$ cat src/rtl/dec_pkg.sv
// rtl/dec_pkg.sv - shared widths, one-hot type and constants for the 3-to-8 decoder
package dec_pkg;
    localparam int SEL_W = 3;
    localparam int OUT_W = 8;

    typedef logic [OUT_W-1:0] onehot_t;

    localparam onehot_t ONEHOT_NONE = 8'h00;
endpackage

$ cat src/rtl/dec3to8_case.sv
// rtl/dec3to8_case.sv - case-table decoder; unknown select or enable falls to all-zero
module dec3to8_case
    import dec_pkg::*;
(
    output onehot_t          out,
    input  logic [SEL_W-1:0] in,
    input  logic             en
);
    always_comb begin
        out = ONEHOT_NONE;
        if (en) begin
            case (in)
                3'd0:    out = 8'h01;
                3'd1:    out = 8'h02;
                3'd2:    out = 8'h04;
                3'd3:    out = 8'h08;
                3'd4:    out = 8'h10;
                3'd5:    out = 8'h20;
                3'd6:    out = 8'h40;
                3'd7:    out = 8'h80;
                default: out = ONEHOT_NONE;
            endcase
        end
    end
endmodule

$ cat src/rtl/dec3to8_shift.sv
// rtl/dec3to8_shift.sv - shift-form decoder: en-gated one shifted left by the select
module dec3to8_shift
    import dec_pkg::*;
(
    output onehot_t          out,
    input  logic [SEL_W-1:0] in,
    input  logic             en
);
    assign out = onehot_t'({7'b0, en}) << in;
endmodule

$ cat src/rtl/dec3to8.sv
// rtl/dec3to8.sv - dual-implementation 3-to-8 decoder with optional output registers and sticky mismatch
module dec3to8
    import dec_pkg::*;
#(
    parameter bit OUT_REG = 1'b1
) (
    input  logic             clk,
    input  logic             rst,
    input  logic             en,
    input  logic [SEL_W-1:0] in,
    output onehot_t          out_shift,
    output onehot_t          out_case,
    output logic             mismatch
);
    onehot_t shift_raw;
    onehot_t case_raw;
    logic    mismatch_d;
    logic    mismatch_q;

    dec3to8_shift u_shift (
        .out (shift_raw),
        .in  (in),
        .en  (en)
    );

    dec3to8_case u_case (
        .out (case_raw),
        .in  (in),
        .en  (en)
    );

    // Compare the raw decodes so a divergence is caught regardless of OUT_REG
    assign mismatch_d = mismatch_q | (shift_raw != case_raw);

    always_ff @(posedge clk) begin
        if (rst) begin
            mismatch_q <= 1'b0;
        end else begin
            mismatch_q <= mismatch_d;
        end
    end

    assign mismatch = mismatch_q;

    generate
        if (OUT_REG) begin : g_out_reg
            onehot_t shift_q;
            onehot_t case_q;

            always_ff @(posedge clk) begin
                if (rst) begin
                    shift_q <= ONEHOT_NONE;
                    case_q  <= ONEHOT_NONE;
                end else begin
                    shift_q <= shift_raw;
                    case_q  <= case_raw;
                end
            end

            assign out_shift = shift_q;
            assign out_case  = case_q;
        end else begin : g_out_comb
            assign out_shift = shift_raw;
            assign out_case  = case_raw;
        end
    endgenerate
endmodule

$ cat config.mk
export PLATFORM = sky130hd
export DESIGN_NAME = dec3to8
export DESIGN_NICKNAME = d
export VERILOG_FILES = /design/src/rtl/dec_pkg.sv /design/src/rtl/dec3to8_case.sv /design/src/rtl/dec3to8_shift.sv /design/src/rtl/dec3to8.sv
export SDC_FILE = /design/constraint.sdc
export NUM_CORES = 1
export LEC_CHECK = 0
export ABC_CLOCK_PERIOD_IN_PS = 1200
export CORE_ASPECT_RATIO = 0.8
export CORE_MARGIN = 3
export CORE_UTILIZATION = 44
export DETAILED_ROUTE_END_ITERATION = 8
export PLACE_DENSITY = 0.76
export SLEW_MARGIN = 20
export SYNTH_ARGS = -nofsm -noshare
export SYNTH_HDL_FRONTEND = slang
export SYNTH_HIERARCHICAL = 1
export SYNTH_SLANG_ARGS = --single-unit
$ cat constraint.sdc
create_clock -name clk -period 1.2 [get_ports clk]
set_clock_uncertainty 0.05 [all_clocks]
set_input_delay 0.24 -clock clk [delete_from_list [all_inputs] [get_ports clk]]
set_output_delay 0.24 -clock clk [all_outputs]
set_load 0.02 [all_outputs]
# Yosys cells after proc, flatten, opt, wreduce, memory -nomap -nowiden
# Memories as Yosys holds them, arrays and structs flattened.
# Index checks and enable logic that the tools add are counted.
[word_totals] register_bits=17 latchBits=0 ramBits=0 romBits=64 input_bits=6 out_inout_bits=17 elab_cells=8 mem_count=1
[classes] add_sub_neg=0 n_mul=0 n_div=0 order_cmp=0 eq_ne=1 shifts=1 muxes=1 bitwise_logic=1 reduce_logical=0
[mem_list] name="(no name shown)" words=8 word_bits=8 read_ports=1 rd_ports_with_merged_regs=0 wr=0 line_no="dec3to8_case.sv:12" text="case (in)"
[op_table] cell="$mux W8" count=1
[op_table] cell="$ne A8 B8 Y1" count=1
[op_table] cell="$shl A1 B3 Y8" count=1
[op_table] cell="$or A1 B1 Y1" count=1

# Longest topological paths before layout
# An unclocked memory read counts as a cell.
[logic_depth] ltp_word=4 mapped_depth=4

# By module
# The synthesis kept the hierarchy.
[by_module_without_submodules] mod="dec3to8" n_inst=1 cells_per_inst=46 area_each_um2=541.8 seq_area_each_um2=340.3
[by_module_without_submodules] mod="dec3to8_shift" n_inst=1 cells_per_inst=8 area_each_um2=96.3 seq_area_each_um2=0.0
[by_module_without_submodules] mod="dec3to8_case" n_inst=1 cells_per_inst=8 area_each_um2=95.1 seq_area_each_um2=0.0

# Worst setup path before layout
# OpenSTA, ideal clock, no wires.
[synth_timing] kind="input-to-reg" start="input in[2]" end="register mismatch_q (netlist: mismatch)" setup_ns=0.127 t_arrival_ns=0.978 t_required_ns=1.023 setup_slack_ns=0.045 cell_stages=4 cell_sequence="nor4b_2 xor2_1 nor4_1 a31oi_1"
[synth_between] elab_chain_cells=4
[synth_lines] element="start, declared" line_no="dec3to8.sv:10" text="input logic [SEL_W-1:0] in,"
[synth_lines] element="$mem_v2 Z8 W8"
[synth_lines] element="$mux W8" line_no="dec3to8_case.sv:11" text="if (en) begin"
[synth_lines] element="$ne A8 B8 Y1 *" line_no="dec3to8.sv:33" text="assign mismatch_d = mismatch_q | (shift_raw != case_raw);"
[synth_lines] element="$or A1 B1 Y1 *" line_no="dec3to8.sv:33"
[synth_lines] element="end signal, assigned" line_no="dec3to8.sv:39" text="mismatch_q <= mismatch_d;"
[synth_lines] element="end, declared" line_no="dec3to8.sv:18" text="logic mismatch_q;"
# Every way passes the cells marked *; elsewhere a longest branch is shown, timed or not.
# A chain may end at the register's enable or synchronous reset.

# Worst setup path in the final report
[layout_timing] start="input in[0]" end="register mismatch_q (netlist: mismatch)"
[layout_rtl] element="$shl A1 B3 Y8" line_no="dec3to8_shift.sv:9" text="assign out = onehot_t'({7'b0, en}) << in;"
[layout_rtl] element="net shift_raw[0]" line_no="dec3to8.sv:15" text="onehot_t shift_raw;"
[layout_rtl] element="$ne A8 B8 Y1" line_no="dec3to8.sv:33"
[layout_rtl] element="$or A1 B1 Y1" line_no="dec3to8.sv:33"
# The timed path passes the listed nets, and every way through them passes these cells.

==> flow_summary.ini <==
[logic_synthesis]
synth_cell_types = 15
yosysSeqAreaShare = 0.464
synth_top_area_frac = 0.464
synthCells = 62
synth_top_area_cell = dfxtp_1
ys_warn_count = 6
synth.avg_cell_area_um2 = 11.8
syn_nets = 68
synthTopCellsByArea = dfxtp_1 (46%), nor2b_1 (13%), xor2_1 (9.6%), and4b_2 (7.7%), and4bb_2 (6.8%)
syn_area_um2 = 733
ys_ff_latch = 17

[clock_tree]
clock-sinks = 17
clk_pin_slew_worst_paths_ns = 0.10
cts-root-buf = clkbuf_4
cts_tree = built
worstSkewPairLatency_ns = 0.29
clockBufferDepth = 2
cts_buffers = 3
ctsHtreeMaxLevel = 1

[setup_path]
crit_chain = buf_8 > buf_6 > buf_6 > nor4b_4 > xor2_1 > nor4_2 > a31oi_1
worst_setup_path_end_kind = flop
cpMostUsedCell = buf_6
slowest_delay_ns = 0.30
r2r_setup_slack_ns = 0.47
worstSetupStartpointType = input port
crit_family = simple AND/OR/NAND/NOR gates
arrival_ns = 1.30
cp_slowest_cell = nor4b_4
critPathKind = in2reg
crit_buf_inv = 3
cp_data_required_time_ns = 1.32
worstPathMaxFanout = 8

[detailed_routing]
dr.pass1.iters = 3
drt_iter0_drc = 13
wirelength_mm = 1.81
drcViolationCount = 0
ant_nets = 0
wl_per_cell_um = 15.0
vias = 611
viasPerCell = 5.05

[finish]
fin_util = 0.759
fin_nets = 107
design_area_mm2 = 0.00112
fin_cells = 121
diodes = 0
drive_gt1_frac = 0.530
area_delta_synth_final_pct = 52.2

[run]
maxCapViolCount = 0

[status]
status = finished, final reports clean

[placed_design]
dpl_cell_area_mm2 = 0.00102
portBuffers = 22
post-place-ws_ns = -0.812
place_inst = 109
gp_congestion = 0.743
dp_hpwl_mm = 1.00

[floorplan]
ioPinCount = 23
core_mm2 = 0.00147
fp.dieH_um = 42.5
die_w_um = 51.6
rows = 12
initial_utilization = 0.498
die-area_mm2 = 0.00220

[timing]
maxSlewViolCount = 0
setup_viol = 0
finalCriticalPeriod_ns = 1.18
slew_headroom = 0.791
fmax_mhz = 846
hold_slack_ns = 0.440
setup_ws_ns = 0.0182
worst_slew_pin_slew_ns = 0.312
fin_crit_sh = 0.985
hold_viol = 0
final.setup.tns_ns = 0
grt_setup_unrepaired = yes

[power_and_ir_drop]
total_power_mw = 1.08
p_leak_nw = 0.531
cellPowerDensity_mw_per_mm2 = 969
peakVddDrop_uv = 980

[global_route]
antenna_found_initial = 0
overflow = 0
grt_pass1_vias = 631
grt_pass1_wl_mm = 3.18
grt_use_total = 0.194
grt_max_degree = 18

[hold_path]
hp-class = in2reg
## area by class of cell
cell class	instances	area, um2
repair buffers	35	313
fillers	118	355
flip-flops and latches	17	340
clock inverters	1	5.00
multi-input cells	44	409
clock buffers	3	22.5
well taps	21	26.3
## timing repair
| action | CTS | global route |
|---|---|---|
| setup endpoints to repair | 31 | 11 |
| hold buffers | 0 | 0 |
| buffers inserted | 5 | 0 |
| cloned | 3 | 0 |
| gates resized for setup | 73 | 17 |
| pin swaps | 7 | 1 |
## report_power, final
part	switching, mW	internal, mW	leakage (nW)	total [mW]
registers	0.00479	0.577	0.138	0.582
clock network	0.178	0.124	0.0177	0.302
logic	0.0960	0.102	0.375	0.198
total	0.279	0.802	0.531	1.08
## state kept, by name (all words and copies together) (netlist names)
register / cells
mismatch: 1
out_case: 8
out_shift: 8
## placed cells by master (no fill, tap or decap), types with 3 or more instances in the layout
cell type and n:
and4b_2 5, dfxtp_1 17, clkbuf_4 3, clkdlybuf4s15_2 6
and4bb_2 4, xor2_1 8, buf_4 3, nor2b_1 15
buf_6 10, clkbuf_2 9, buf_2 4
## layer usage
layer  GRT usage  up-vias  share of wire
met4      0.0471        0         0.0077
li1            -      304              -
met3      0.0534        2          0.042
met1       0.251      289           0.47
met5           0        -              0
met2       0.317       16           0.48
## cell usage after synthesis (all sizes together)
library cell / n
and4bb: 6
nor3: 1
nor4: 1
nor2b: 16
buf: 1
nor4b: 2
a31oi: 1
and4b: 6
dfxtp: 17
nor2: 1
and4: 2
xor2: 8
## path summary, 6_finish.rpt
check                           depth (start not counted)      endpoint      from
worst min register to register                          2      mismatch  mismatch
worst max-delay path                                    7      mismatch     in[0]
worst min-delay path                                    5  out_shift[0]     in[1]
worst max register to register                          2      mismatch  mismatch
## worst reg2reg max path, cell delays in order, from the launching register on
cell and delay (ns):
dfxtp_1 0.34, nor2_1 0.12, a31oi_1 0.10
## cell families (layout without fill, tap and decap cells)
family | after synthesis | in the layout | synth area share
buffers and inverters | 1 | 39 | 0.0102
AOI/OAI and AO/OA | 1 | 1 | 0.00854
xor gates and xnor gates | 8 | 8 | 0.0956
DFF | 17 | 17 | 0.464
and+or+nand+nor | 35 | 35 | 0.421
(Power assumes the default switching activity.)
